`config.mk`:
```
export PLATFORM = sky130hd
export DESIGN_NAME = alu_rr_arbiter
export DESIGN_NICKNAME = d
export VERILOG_FILES = /design/src/rtl/alu_rr_arbiter_pkg.sv /design/src/rtl/alu_rr_arbiter_alu.sv /design/src/rtl/alu_rr_arbiter.sv
export SDC_FILE = /design/constraint.sdc
export NUM_CORES = 1
export LEC_CHECK = 0
export CORE_UTILIZATION = 51
export DETAILED_ROUTE_END_ITERATION = 6
export PLACE_DENSITY = 0.79
export SYNTH_ARGS = -nofsm -noshare
export SYNTH_HDL_FRONTEND = slang
export SYNTH_SLANG_ARGS = --single-unit
export TNS_END_PERCENT = 20
```
`constraint.sdc`:
```
create_clock -name clk -period 3.02 [get_ports clk]
set_input_delay 0.453 -clock clk [delete_from_list [all_inputs] [get_ports clk]]
set_output_delay 0.453 -clock clk [all_outputs]
set_load 0.1 [all_outputs]
```
`src/rtl/alu_rr_arbiter_pkg.sv`:
```
// Shared definitions for the round-robin ALU arbiter: ALU operation codes
// and the arbiter FSM state encoding.
package alu_rr_arbiter_pkg;

    typedef enum logic [2:0] {
        ALU_ADD  = 3'd0,
        ALU_SUB  = 3'd1,
        ALU_AND  = 3'd2,
        ALU_OR   = 3'd3,
        ALU_SRL  = 3'd4,
        ALU_SRA  = 3'd5,
        ALU_SGTU = 3'd6,
        ALU_SGT  = 3'd7
    } alu_op_t;

    typedef enum logic [1:0] {
        S_IDLE = 2'd0,
        S_EXEC = 2'd1,
        S_RESP = 2'd2
    } state_t;

endpackage

```
`src/rtl/alu_rr_arbiter_alu.sv`:
```
// Purely combinational 32-bit ALU shared by both arbiter requesters.
// Shift amounts use the full 32-bit B operand, so large shifts saturate.
module alu_rr_arbiter_alu (
    input  logic [31:0] A,
    input  logic [31:0] B,
    input  logic [2:0]  ALUOp,
    output logic [31:0] C
);
    import alu_rr_arbiter_pkg::*;

    logic       shift_big;
    logic [4:0] shamt;

    // Any set bit above bit 4 means the shift reaches or passes the word width.
    always_comb begin
        shift_big = |B[31:5];
        shamt     = shift_big ? 5'd31 : B[4:0];
    end

    always_comb begin
        C = '0;
        case (ALUOp)
            ALU_ADD:  C = A + B;
            ALU_SUB:  C = A - B;
            ALU_AND:  C = A & B;
            ALU_OR:   C = A | B;
            ALU_SRL:  C = shift_big ? 32'd0 : (A >> shamt);
            ALU_SRA:  C = $signed(A) >>> shamt;
            ALU_SGTU: C = {31'd0, (A > B)};
            ALU_SGT:  C = {31'd0, ($signed(A) > $signed(B))};
            default:  C = '0;
        endcase
    end

endmodule

```
`src/rtl/alu_rr_arbiter.sv`:
```
// Round-robin arbiter sharing one ALU between two requesters with a
// req/gnt/done/ack handshake; the winner's operands are latched before use.
module alu_rr_arbiter #(
    parameter logic FIRST_GRANT = 1'b0
) (
    input  logic        clk,
    input  logic        reset,
    input  logic        req0,
    input  logic [31:0] A0,
    input  logic [31:0] B0,
    input  logic [2:0]  ALUOp0,
    input  logic        ack0,
    input  logic        req1,
    input  logic [31:0] A1,
    input  logic [31:0] B1,
    input  logic [2:0]  ALUOp1,
    input  logic        ack1,
    output logic        gnt0,
    output logic        gnt1,
    output logic        done0,
    output logic        done1,
    output logic [31:0] C,
    output logic        busy
);
    import alu_rr_arbiter_pkg::*;

    state_t      state;
    state_t      state_next;
    logic        owner;
    logic        last_served;
    logic        pick;
    logic        any_req;
    logic        owner_ack;
    logic [31:0] a_q;
    logic [31:0] b_q;
    logic [2:0]  op_q;
    logic [31:0] alu_c;

    alu_rr_arbiter_alu u_alu (
        .A     (a_q),
        .B     (b_q),
        .ALUOp (op_q),
        .C     (alu_c)
    );

    // On a tie the requester that was not served last wins.
    always_comb begin
        any_req   = req0 | req1;
        pick      = (req0 && req1) ? ~last_served : req1;
        owner_ack = owner ? ack1 : ack0;
    end

    always_ff @(posedge clk or posedge reset) begin
        if (reset) begin
            state <= S_IDLE;
        end else begin
            state <= state_next;
        end
    end

    always_comb begin
        state_next = state;
        case (state)
            S_IDLE:  if (any_req) state_next = S_EXEC;
            S_EXEC:  state_next = S_RESP;
            S_RESP:  if (owner_ack) state_next = S_IDLE;
            default: state_next = S_IDLE;
        endcase
    end

    always_comb begin
        busy  = (state != S_IDLE);
        gnt0  = (state == S_EXEC) && !owner;
        gnt1  = (state == S_EXEC) && owner;
        done0 = (state == S_RESP) && !owner;
        done1 = (state == S_RESP) && owner;
    end

    // Operands are captured at the arbitration edge so requesters may change
    // them as soon as the grant is seen; C only moves when EXEC completes.
    always_ff @(posedge clk or posedge reset) begin
        if (reset) begin
            owner       <= 1'b0;
            last_served <= ~FIRST_GRANT;
            a_q         <= '0;
            b_q         <= '0;
            op_q        <= '0;
            C           <= '0;
        end else begin
            if (state == S_IDLE && any_req) begin
                owner <= pick;
                a_q   <= pick ? A1 : A0;
                b_q   <= pick ? B1 : B0;
                op_q  <= pick ? ALUOp1 : ALUOp0;
            end
            if (state == S_EXEC) begin
                C           <= alu_c;
                last_served <= owner;
            end
        end
    end

endmodule

```
==> flow_summary.toml <==
[floorplanning]
die_x_um = 151
fp.dieArea_um2 = 22900
die_h_um = 151
start_util = 0.520
num_rows = 54
io_pins = 177
core-area_um2 = 21900

[cells_and_area]
drive_above_1_share = 0.284
area.growth.synth_to_final_pct = 46.5
fin_nets = 2133
finish.utilization = 0.762
n_antenna_cell = 0

[clock_network]
tritoncts.num_buffers = 9
root_buffer = "clkbuf_16"
cts_hold_buf = 0
cts.clk_slew.worst_paths_ns = 0.11
htree_levels = 3
clk_latency_ns = 0.40
cts_sinks = 103
cts_tree = "done"
clockBufferDepth = 2

[sta]
period_share = 1.06
finClkSkew_ns = 0.0286
worstMarginPinSlew_ns = 0.861
finalMaxSlewViolations = 0
fmaxAchievable_mhz = 312
fin_ws_ns = -0.183
min_period_ns = 3.20
finalSetupViolCount = 23
rsz0062_at_grt = "true"
finalHoldViolCount = 0
setup_tns_ns = -2.17
relSlewSlack = 0.426

[setup_path]
r2r_slack_ns = -0.18
r2r_start = "a_q[6]"
crit_required_ns = 3.36
critPathLaunchType = "register"
crit_arrival_ns = 3.55
worst-setup-path-type = "reg -> reg"
r2r-end = "C[28]"
startpoint = "a_q[6]"
end_kind = "register"
critPathCapture = "C[28]"
cp_max_fo = 3
reg2reg_depth = 14

[place]
hpwl_um = 41300
port_buffers = 176
gp_congestion = 1.12

[status]
status = "complete, but fails checks"
violations = "design-rule violations, negative setup slack"

[detailed_routing]
drtAntennaViolNets = 0
wire_per_inst_um = 25.2
route.detailed.drc = 28
vias = 14298
drtIter0Drc = 1960
routed_wl_um = 55000
dr.pass1.iters = 7
via_per_inst = 6.56

[logic_synthesis]
syn_area_per_cell_um2 = 7.73
synthCells = 1473
synth_common_cells = "nor2_1 (188), a21oi_1 (179), mux2i_1 (108)"
syn_nets = 1711
synthFlopType = "dfrtp_1"
synth.distinct_cells = 83
syn_area_um2 = 11400
synthArstFlopShare = 1.00
synth.most_common_cell = "nor2_1"
synth.largest_area_cell = "dfrtp_1"
synth_area_leaders = "dfrtp_1 (22%), ha_1 (11%), mux2i_1 (9.5%), a21oi_1 (7.9%), nor2_1 (6.2%)"
synth_edf_count = 0
synth.top_cell.area_share = 0.224
ys_ff_latch = 103
yosysSeqAreaShare = 0.226
ys_warn_count = 0

[grt]
grtUsageTotal = 0.469
grt_max_degree = 104
antenna_found_initial = 0
grt_pass1_vias = 13319
overflow = 0
grt_pass1_wl_um = 78900

[run]
drv_cap = 0

[hold_path]
worstHoldPathType = "reg -> reg"
min_path_cells = 1
## stage by stage
step / hold WS (ns) / std cells / cell area [um2] / setup WS, ns
2_1_floorplan: 0.492 / 1473 / 11400 / -0.120
3_3_place_gp: 0.464 / 2137 / 15400 / -0.347
3_5_place_dp: 0.472 / 2137 / 15400 / -0.513
4_1_cts: 0.490 / 2176 / 16300 / -0.129
5_1_grt: 0.523 / 2180 / 16700 / -0.274
6_report: 0.483 / 2180 / 16700 / -0.183
## worst max-delay path, cell delays in order (launching register included)
cell      delay (ns)
dfrtp_1         0.41
buf_4           0.14
ha_1            0.22
nor2b_1         0.19
a211oi_2        0.24
a311oi_1        0.09
buf_4           0.17
a21boi_4        0.20
buf_4           0.14
o21ai_1         0.05
a31o_2          0.31
a211o_1         0.30
or3_1           0.33
a41oi_2         0.20
o32a_1          0.17
## cell type report
class,instances,area (um2)
inverters,97,368
multi-input cells,1175,8720
flip-flops and latches,103,2580
clock inverters,7,62.6
fillers,1543,5210
repair buffers,509,4370
well taps,280,350
clock buffers,9,225
## repair_timing
action | in CTS | in global routing
buffers inserted | 23 | 4
endpoints found under the setup margin | 32 | 32
pin swaps | 52 | 39
endpoints found under the hold margin | 0 | 0
cloned | 0 | 0
resized for setup | 88 | 74
## layout by cell type (no fill, tap or decap), types with 39 or more instances in the layout
cell type,instances
dfrtp_1,99
ha_1,82
o21ai_0,72
nand3_1,39
nor2_1,182
buf_4,341
a21oi_1,170
mux2i_1,100
inv_1,84
clkdlybuf4s50_1,139
nand2_1,99
## cell families (layout without fill, tap and decap cells)
group	Yosys count	in the layout	share of synthesized area
AO/OA/AOI/OAI	479	479	0.261
multiplexers	129	129	0.133
XOR/XNOR	35	35	0.0269
flip-flops	103	103	0.226
AND/OR/NAND/NOR	434	434	0.175
buffers and inverters	195	622	0.0698
adder cells (fa/ha/maj)	98	98	0.109
## routing by layer
| metal | wire length (um) | global-route usage | share of wire |
|---|---|---|---|
| met1 | 20900 | 0.629 | 0.38 |
| met3 | 7890 | 0.140 | 0.14 |
| met5 | 0 | 0 | 0 |
| met4 | 2990 | 0.201 | 0.054 |
| met2 | 23100 | 0.695 | 0.42 |
## how the worst min path moves through the flow
stage,slack [ns],startpoint,to
6_report,0.48,C[13],C[13]
5_1_grt,0.52,C[13],C[13]
4_1_cts,0.49,C[13],C[13]
3_5_place_dp,0.47,C[13],C[13]
3_3_place_gp,0.46,C[13],C[13]
2_1_floorplan,0.49,last_served,last_served
## sequential cells by signal, summed over array words and instances (netlist names)
name,cells
state,2
owner,1
b_q,32
op_q,3
C,32
last_served,1
a_q,32
Power is not shown: default switching activity piles up to over one toggle a cycle in this logic, so the estimate is an artifact.
